`src/rtl/qam_symbol_packer_pkg.sv`:
```
// Shared constants for the QAM symbol packer.
// QAM_PACKER_PARITY_EN widens the buffered payload by one parity bit.
package qam_demapper_pkg;

  localparam int BYTE_W    = 8;
  localparam int BUF_DEPTH = 2;

  typedef enum logic [1:0] {
    ST_IDLE  = 2'b00,
    ST_PACK  = 2'b01,
    ST_FLUSH = 2'b10,
    ST_DONE  = 2'b11
  } state_t;

`ifdef QAM_PACKER_PARITY_EN
  localparam int PAY_W = BYTE_W + 1;
`else
  localparam int PAY_W = BYTE_W;
`endif

  // Left-justify the nbits most recent symbol bits, zero-filling the LSBs.
  function automatic logic [BYTE_W-1:0] pad_partial(
    input logic [BYTE_W-1:0] acc,
    input int                nbits
  );
    return acc << (BYTE_W - nbits);
  endfunction

endpackage

```
`src/rtl/qam_symbol_packer_if.sv`:
```
// Byte output bus of the QAM symbol packer (valid/ready).
// QAM_PACKER_PARITY_EN adds byte_parity alongside byte_out.
interface qam_symbol_packer_if;
  import qam_demapper_pkg::*;

  logic [BYTE_W-1:0] byte_out;
  logic              byte_valid;
  logic              byte_ready;
`ifdef QAM_PACKER_PARITY_EN
  logic              byte_parity;
`endif

  modport master (
    output byte_out,
    output byte_valid,
`ifdef QAM_PACKER_PARITY_EN
    output byte_parity,
`endif
    input  byte_ready
  );

  modport slave (
    input  byte_out,
    input  byte_valid,
`ifdef QAM_PACKER_PARITY_EN
    input  byte_parity,
`endif
    output byte_ready
  );

endinterface

```
`src/rtl/qam_pack_skid.sv`:
```
// Two-entry in-order byte buffer; entry 0 is always the head.
// Payload width follows QAM_PACKER_PARITY_EN through PAY_W.
module qam_pack_skid
  import qam_demapper_pkg::*;
#(
  parameter int W = PAY_W
) (
  input  logic         clk,
  input  logic         rst,
  input  logic         push,
  input  logic         pop,
  input  logic [W-1:0] din,
  output logic [W-1:0] dout,
  output logic         full,
  output logic         empty,
  output logic [1:0]   count
);

  localparam logic [1:0] DEPTH = 2'(BUF_DEPTH);

  logic [W-1:0] e0_q, e0_d;
  logic [W-1:0] e1_q, e1_d;
  logic [1:0]   cnt_q, cnt_d;

  assign dout  = e0_q;
  assign count = cnt_q;
  assign full  = (cnt_q == DEPTH);
  assign empty = (cnt_q == 2'd0);

  // Shift on pop; a simultaneous push refills the freed slot.
  always_comb begin
    e0_d  = e0_q;
    e1_d  = e1_q;
    cnt_d = cnt_q;
    if (pop && !empty) begin
      e0_d = e1_q;
      if (push) begin
        if (cnt_q == 2'd1) e0_d = din;
        else               e1_d = din;
      end else begin
        cnt_d = cnt_q - 2'd1;
      end
    end else if (push && !full) begin
      if (empty) e0_d = din;
      else       e1_d = din;
      cnt_d = cnt_q + 2'd1;
    end
  end

  // Buffer storage; reset discards any held bytes.
  always_ff @(posedge clk or posedge rst) begin
    if (rst) begin
      e0_q  <= '0;
      e1_q  <= '0;
      cnt_q <= 2'd0;
    end else begin
      e0_q  <= e0_d;
      e1_q  <= e1_d;
      cnt_q <= cnt_d;
    end
  end

endmodule

```
`src/rtl/qam_symbol_packer.sv`:
```
// Packs demapped QAM symbols MSB-first into bytes for the host.
// Define QAM_PACKER_PARITY_EN to add even parity on the byte bus.
module qam_symbol_packer
  import qam_demapper_pkg::*;
#(
  parameter int BITS_PER_SYM = 4
) (
  input  logic                    dclk,
  input  logic                    reset,
  input  logic                    available,
  input  logic                    complete,
  input  logic [BITS_PER_SYM-1:0] sym_in,
  input  logic                    sym_valid,
  output logic                    read_enable,
  output logic [15:0]             byte_count,
  output logic                    frame_done,
  qam_symbol_packer_if.master     bus
);

  localparam int         SYMS  = BYTE_W / BITS_PER_SYM;
  localparam logic [1:0] LAST  = 2'(SYMS - 1);
  localparam logic [1:0] DEPTH = 2'(BUF_DEPTH);

  state_t            state_q, state_d;
  logic [1:0]        cnt_q, cnt_d;
  logic [BYTE_W-1:0] acc_q, acc_d;
  logic [15:0]       bcnt_q, bcnt_d;
  logic              done_q, done_d;

  logic              accept;
  logic              buf_push, buf_pop;
  logic              buf_full, buf_empty;
  logic [1:0]        buf_count;
  logic [BYTE_W-1:0] full_byte, push_byte;
  logic [PAY_W-1:0]  buf_din, buf_dout;

  assign read_enable    = (state_q == ST_PACK) && (buf_count < DEPTH);
  assign accept         = read_enable && sym_valid;
  assign bus.byte_valid = !buf_empty;
  assign buf_pop        = bus.byte_valid && bus.byte_ready;
  assign full_byte      = {acc_q[BYTE_W-BITS_PER_SYM-1:0], sym_in};
  assign byte_count     = bcnt_q;
  assign frame_done     = done_q;

`ifdef QAM_PACKER_PARITY_EN
  assign buf_din         = {^push_byte, push_byte};
  assign bus.byte_parity = buf_dout[BYTE_W];
`else
  assign buf_din         = push_byte;
`endif
  assign bus.byte_out    = buf_dout[BYTE_W-1:0];

  qam_pack_skid #(.W(PAY_W)) u_skid (
    .clk   (dclk),
    .rst   (reset),
    .push  (buf_push),
    .pop   (buf_pop),
    .din   (buf_din),
    .dout  (buf_dout),
    .full  (buf_full),
    .empty (buf_empty),
    .count (buf_count)
  );

  // Frame sequencing, symbol packing and delivered-byte count.
  always_comb begin
    state_d   = state_q;
    cnt_d     = cnt_q;
    acc_d     = acc_q;
    bcnt_d    = bcnt_q;
    done_d    = 1'b0;
    buf_push  = 1'b0;
    push_byte = full_byte;
    if (buf_pop && bcnt_q != 16'hFFFF) bcnt_d = bcnt_q + 16'd1;
    unique case (state_q)
      ST_IDLE: begin
        if (available) begin
          state_d = ST_PACK;
          bcnt_d  = 16'd0;
          cnt_d   = 2'd0;
        end
      end
      ST_PACK: begin
        if (accept) begin
          acc_d = full_byte;
          if (cnt_q == LAST) begin
            cnt_d    = 2'd0;
            buf_push = 1'b1;
          end else begin
            cnt_d = cnt_q + 2'd1;
          end
        end
        if (complete && !available) state_d = ST_FLUSH;
      end
      ST_FLUSH: begin
        push_byte = pad_partial(acc_q, int'(cnt_q) * BITS_PER_SYM);
        if (cnt_q != 2'd0) begin
          if (!buf_full) begin
            buf_push = 1'b1;
            cnt_d    = 2'd0;
          end
        end else if (buf_empty) begin
          state_d = ST_DONE;
          done_d  = 1'b1;
        end
      end
      ST_DONE: state_d = ST_IDLE;
    endcase
  end

  // Control state; reset abandons the frame without flushing.
  always_ff @(posedge dclk or posedge reset) begin
    if (reset) begin
      state_q <= ST_IDLE;
      cnt_q   <= 2'd0;
      acc_q   <= '0;
      bcnt_q  <= 16'd0;
      done_q  <= 1'b0;
    end else begin
      state_q <= state_d;
      cnt_q   <= cnt_d;
      acc_q   <= acc_d;
      bcnt_q  <= bcnt_d;
      done_q  <= done_d;
    end
  end

endmodule

```
`src/flat_wrapper.sv`:
```
// flat-port wrapper written by rule: the top's interface ports become plain ports
module qam_symbol_packer_flat import qam_demapper_pkg::*;
#(
  parameter int BITS_PER_SYM = 4
)
  (dclk, reset, available, complete, sym_in, sym_valid, read_enable, byte_count, frame_done, bus_byte_out, bus_byte_valid, bus_byte_ready);
  qam_symbol_packer_if bus_i ();
  input  logic dclk;
  input  logic reset;
  input  logic available;
  input  logic complete;
  input  logic [BITS_PER_SYM-1:0] sym_in;
  input  logic sym_valid;
  output logic read_enable;
  output logic [15:0] byte_count;
  output logic frame_done;
  output wire logic [$bits(bus_i.byte_out)-1:0] bus_byte_out;
  output wire logic [$bits(bus_i.byte_valid)-1:0] bus_byte_valid;
  input wire logic [$bits(bus_i.byte_ready)-1:0] bus_byte_ready;
  assign bus_byte_out = bus_i.byte_out;
  assign bus_byte_valid = bus_i.byte_valid;
  assign bus_i.byte_ready = bus_byte_ready;
  qam_symbol_packer #(.BITS_PER_SYM(BITS_PER_SYM)) u_core (.dclk(dclk), .reset(reset), .available(available), .complete(complete), .sym_in(sym_in), .sym_valid(sym_valid), .read_enable(read_enable), .byte_count(byte_count), .frame_done(frame_done), .bus(bus_i));
endmodule
```
`config.mk`:
```
export PLATFORM = sky130hd
export DESIGN_NAME = qam_symbol_packer_flat
export DESIGN_NICKNAME = d
export VERILOG_FILES = /design/src/rtl/qam_symbol_packer_pkg.sv /design/src/rtl/qam_symbol_packer_if.sv /design/src/rtl/qam_pack_skid.sv /design/src/rtl/qam_symbol_packer.sv /design/src/flat_wrapper.sv
export SDC_FILE = /design/constraint.sdc
export NUM_CORES = 1
export LEC_CHECK = 0
export BUFFER_PORTS_ARGS = -buffer_cell sky130_fd_sc_hd__buf_2
export CORE_ASPECT_RATIO = 0.7
export CORE_MARGIN = 8
export CORE_UTILIZATION = 45
export CTS_CLUSTER_DIAMETER = 80
export DETAILED_ROUTE_END_ITERATION = 8
export GPL_TIMING_DRIVEN = 0
export PLACE_DENSITY_LB_ADDON = 0.12
export SKIP_LAST_GASP = 1
export SLEW_MARGIN = 25
export SYNTH_ARGS = -nofsm -noshare
export SYNTH_HDL_FRONTEND = slang
export SYNTH_SLANG_ARGS = --single-unit
```
`constraint.sdc`:
```
create_clock -name dclk -period 2.55 [get_ports dclk]
set_input_delay 0.1275 -clock dclk [delete_from_list [all_inputs] [get_ports dclk]]
set_output_delay 0.1275 -clock dclk [all_outputs]
set_load 0.005 [all_outputs]
```
# --- After elaboration in Yosys (flattened, before gate mapping) ---
# Index checks and enable logic that the tools add are counted.
# W data, S select, Z words.
classes:
  add_sub_neg: 5
  multipliers: 0
  div: 0
  magnitude_cmp: 1
  eq_ne: 18
  shifts: 1
  muxes: 36
  bitwise: 0
  reduce_logical: 22
ops:
  columns: ["cell", "count"]
  rows:
  - ["$mux W8", 11]
  - ["$mux W16", 3]
  - ["$shl A8 B32 Y8", 1]
  - ["$mux W2", 12]
  - ["$add A16 B1 Y16 const B", 1]
  - ["$ne A16 B16 Y1 const B", 1]
  - ["$ne A2 B2 Y1 const B", 8]
  - ["$pmux W2 S4", 1]
  - ["$reduce_and A4 Y1", 2]
  - ["$logic_and A1 B1 Y1", 7]
  - ["$mux W1", 7]
  - ["$eq A2 B1 Y1 const B", 3]
  - ["$eq A2 B2 Y1 const B", 3]
  - ["$ne A2 B1 Y1 const B", 3]
  - ["$pmux W2 S3", 1]
  - ["$reduce_and A2 Y1", 3]
  - ["$reduce_bool A2 Y1", 3]
  - ["$reduce_and A5 Y1", 1]
  - ["$sub A4 B4 Y5 const A", 1]
  - ["$add A2 B1 Y2 const B", 2]
  - ["$logic_not A2 Y1", 2]
  - ["$logic_not A1 Y1", 3]
  - ["$reduce_bool A3 Y1", 1]
  - ["$lt A2 B2 Y1 const B", 1]
  - ["2 further kinds", 2]
totals:
  regBits: 47
  latch_bits: 0
  ramBits: 0
  mem_bits_ro: 0
  out_inout_bits: 27
  elab_cells: 91
  mem_count: 0

# --- Longest topological paths before layout ---
logic_depth:
  depth_word: 8
  ltp_mapped: 8
  depth_no_buf: 6

# --- Hierarchy ---
# A second synthesis with hierarchy kept.
hier_totals:
  hier_cells: 262
  hier_area_um2: 2625.0
by_module_without_submodules:
  columns: ["module", "instances", "cells_each", "area_per_inst_um2", "seq_area_each_um2"]
  rows:
  - ["qam_symbol_packer", 1, 184, 1705.4, 725.7]
  - ["qam_pack_skid", 1, 78, 919.6, 450.4]

# --- Least setup slack after synthesis ---
# No wires, ideal clock.
synth_path:
  path_kind: "register to register"
  start: "reg u_core.u_skid.cnt_q[1], in the netlist u_core.u_skid.count[1]"
  end: "reg u_core.bcnt_q[9], in the netlist u_core.byte_count[9]"
  setup_ps: 78
  arrival_time_ps: 2036
  required_time_ps: 2472
  path_slack_ps: 436
  stages_incl_launch_ff: 8
  n_path_buf: 1
  cell_sequence: "dfrtp_1 -> inv_1 -> ha_1 -> nand2b_1 -> buf_6 -> or4_1 -> or4_1 -> a21oi_1"
synth_between:
  elab_chain_len: 7
synth_lines:
  columns: ["element", "line", "source"]
  rows:
  - ["from (decl)", "qam_pack_skid.sv:23", "logic [1:0] cnt_q, cnt_d;"]
  - ["from (signal assigned)", "qam_pack_skid.sv:59", "cnt_q <= cnt_d;"]
  - ["$logic_not A2 Y1 (*)", "qam_pack_skid.sv:28", "assign empty = (cnt_q == 2'd0);"]
  - ["$logic_not A1 Y1 (*)", "qam_symbol_packer.sv:39", "assign bus.byte_valid = !buf_empty;"]
  - ["$logic_and A1 B1 Y1 (*)", "qam_symbol_packer.sv:40", "assign buf_pop = bus.byte_valid && bus.byte_ready;"]
  - ["$logic_and A1 B1 Y1 (*)", "qam_symbol_packer.sv:74", "if (buf_pop && bcnt_q != 16'hFFFF) bcnt_d = bcnt_q + 16'd1;"]
  - ["$mux W16 (*)", "qam_symbol_packer.sv:74", null]
  - ["$mux W16", "qam_symbol_packer.sv:77", "if (available) begin"]
  - ["$mux W16 (*)", "qam_symbol_packer.sv:75", "unique case (state_q)"]
  - ["named net u_core.bcnt_d[9]", "qam_symbol_packer.sv:27", "logic [15:0] bcnt_q, bcnt_d;"]
  - ["to (signal assigned)", "qam_symbol_packer.sv:123", "bcnt_q <= bcnt_d;"]
  - ["to (decl)", "qam_symbol_packer.sv:27", null]
# Mark *: on every way through the listed nets, which the timed path passes. The rest lies on a longest branch.
# A chain may end at the register's enable or synchronous reset.

# --- Worst setup path in the final report ---
# Ends and elaborated chain as after synthesis.

==> results.cfg <==
[finish]
final_core_util_pct = 53.8
fillCellCount = 541
drive_gt1_share_pct = 19.9
final_nets = 334
num_antenna_cells = 0
area_growth_pct = 15.6
seq_area_um2 = 1180
multi_input_area_um2 = 1370

[worst_hold_path]
holdPathEnd = u_core.acc_q[2]
min_from = sym_in[2]
hold_path.class = input pin to flop
hold_depth = 2

[timing]
fin_crit_sh_pct = 93.9
final.setup.worst_slack_ns = 0.155
setup_violations = 0
final-max-slew-violation-count = 0
tns_ns = 0
holdWs_ns = 0.0841
min_period_ns = 2.39
skew_ns = 0.00244
worstMarginPinSlew_ns = 0.629
fmax_ghz = 0.418
finalHoldViolCount = 0
rsz0062_at_grt = false
relSlewSlack_pct = 58.0

[worst_setup_path]
critPathCaptureType = flop
r2r_end = u_core.byte_count[9]
cp-start-kind = flop
worst_ep_arrival_time_ns = 2.62
rrSetupSlack_ns = 0.16
critical_path_class = flop to flop
cp_max_fo = 9
reg2reg_depth = 7
cp.required_ns = 2.77
r2r_start = u_core.u_skid.count[1]

[power]
p_clk_share_pct = 17.4
total_power_uw = 2870
power_density_nw_per_um2 = 938
swShare_pct = 37.9
p_int_uw = 1780
leakage_uw = 0.00140
p_sw_uw = 1090
combPwrFrac_pct = 41.7
vdd_ir_drop_max_v = 0.000509
seqPwrFrac_pct = 40.9

[routing]
drt_pass1_iterations = 5
antenna_left = 0
detail_route.wl_per_cell_um = 16.4
drt_iter0_drc = 207
drc = 0
vias = 2247
via_per_inst = 5.81
routed_wirelength_um = 6330

[logic_synthesis]
netlist_instances = 266
synth_commonest_cells = 47 x dfrtp_1, 21 x nand2_1, 14 x o21ai_0
synth_cell_types = 49
avgSynthCellArea_um2 = 9.97
synth_most_common_cell = dfrtp_1
ys.flop_type = dfrtp_1
synth_edf_count = 0
syn_area_um2 = 2650
yosysTopAreaCell = dfrtp_1
yosysSeqAreaShare_pct = 44.4
synth_top_area_share_pct = 44.4
ys.warnings.count = 0
async_flop_share_pct = 100
ys_top_cells_by_area = dfrtp_1 44%, ha_1 6.1%, mux2_2 3.8%
syn-num-nets = 289
ys_ff_latch = 47

[cts]
cts_buffers = 5
htreeDepth = 2
cts_tree = done
clock_path_buffers = 2
clockRootBuffer = clkbuf_8
cts_sinks = 47
cts.clk_slew.worst_paths_ns = 0.09
postCtsSetupBuffers = 0
clk_latency_ns = 0.29

[floorplanning]
ios = 37
die-area_um2 = 8640
die_y_um = 80.2
die_x_um = 108
start_util_pct = 46.5
rows = 23
core_um2 = 5700

[placed_design]
place_hpwl_um = 4720
gp_congestion = 0.806
io_buffer_count = 36
dp_slack_ns = 0.221

[global_routing]
grt_pass1_vias = 2105
grtUsageTotal_pct = 15.2
grt_max_degree = 27
grt_overflow = 0
grt_pass1_wl_um = 10600
antenna_found_initial = 0

[outcome]
status = completed

[run]
drv_cap = 0
[metal layers]
layer	track usage (%)	up-vias	share of wire (%)
met4	2.90	0	0.28
met5	0	-	0
met3	4.00	2	7.2
met1	23.6	1080	53
met2	20.2	62	39
li1	-	1103	-
[registers in the layout, indices dropped and copies added, names as in the netlist]
name,cells
u_core.u_skid.e1_q,8
u_core.cnt_q,2
u_core.state_q,2
u_core.byte_count,16
u_core.u_skid.count,2
u_core.u_skid.dout,8
u_core.acc_q,8
u_core.frame_done,1
[what timing repair did]
action | CTS | global route
resized for setup | 0 | 1
hold buffers | 1 | 0
setup endpoints to repair | 0 | 3
hold endpoints to repair | 21 | 0
[area by class of cell]
type,instances,area share [%]
multi-input cells,195,44.7
flip-flops and latches,47,38.4
repair buffers,38,6.86
clock buffers,7,3.14
well taps,75,3.06
plain buffers,11,2.08
inverters,13,1.59
clock inverters,1,0.245
[cell families after synthesis]
group	count (synthesis)	share of synthesized area [%]
simple gates	85	17.7
compound gates	82	21.5
flops	47	44.4
buf+inv	24	4.25
mux	13	5.33
fa+ha+maj	13	6.14
xor+xnor	2	0.661
[power by group through the flow]
| stage | combinational, µW | clock, µW | sequential, µW |
|---|---|---|---|
| 3_5_place_dp | 1190 | 0 | 1190 |
| 6_report | 1200 | 500 | 1180 |
| 3_3_place_gp | 1170 | 0 | 1180 |
| 2_1_floorplan | 847 | 0 | 1160 |
| 5_1_grt | 1350 | 544 | 1210 |
| 4_1_cts | 1200 | 515 | 1180 |
[cells in the final DEF (no fill, tap or decap), types with 7 or more instances in the layout]
| cell type | Yosys | final |
|---|---|---|
| clkbuf_1 | 8 | 8 |
| dfrtp_1 | 47 | 47 |
| nand2_1 | 21 | 21 |
| buf_2 | 0 | 36 |
| mux2_2 | 9 | 9 |
| o31ai_1 | 9 | 9 |
| a21oi_1 | 12 | 12 |
| clkbuf_8 | 0 | 7 |
| ha_1 | 13 | 13 |
| or4_1 | 7 | 7 |
| nor2_1 | 12 | 12 |
| nand3_1 | 8 | 8 |
| inv_1 | 13 | 12 |
| o21ai_0 | 14 | 14 |
| a22oi_1 | 12 | 12 |
[worst max-delay path by stage]
stage / startpoint / to / slack, ns / depth (start not counted)
after floorplan: u_core.u_skid.count[1] / u_core.byte_count[9] / 0.44 / 7
after global placement: u_core.u_skid.count[1] / u_core.byte_count[9] / 0.22 / 7
after detailed placement: u_core.u_skid.count[1] / u_core.byte_count[9] / 0.22 / 7
after CTS: u_core.u_skid.count[1] / u_core.byte_count[9] / 0.18 / 7
after global routing: u_core.u_skid.count[1] / u_core.byte_count[9] / 0.01 / 7
final: u_core.u_skid.count[1] / u_core.byte_count[9] / 0.16 / 7
[through the flow]
step                      instances  instance area [µm²]
final                           387                 3070
after floorplan                 266                 2650
after detailed placement        378                 2950
after CTS                       387                 3060
after global routing            387                 3070
after global placement          377                 2930
[worst max-delay path: stages, from the launching register on]
cell and delay [ns]:
dfrtp_1 0.48, inv_1 0.11, ha_1 0.27, nand2b_1 0.18, buf_6 0.14, or4_1 0.57
or4_1 0.43, a21oi_1 0.15
No activity file was read; power rests on OpenSTA's default activity.
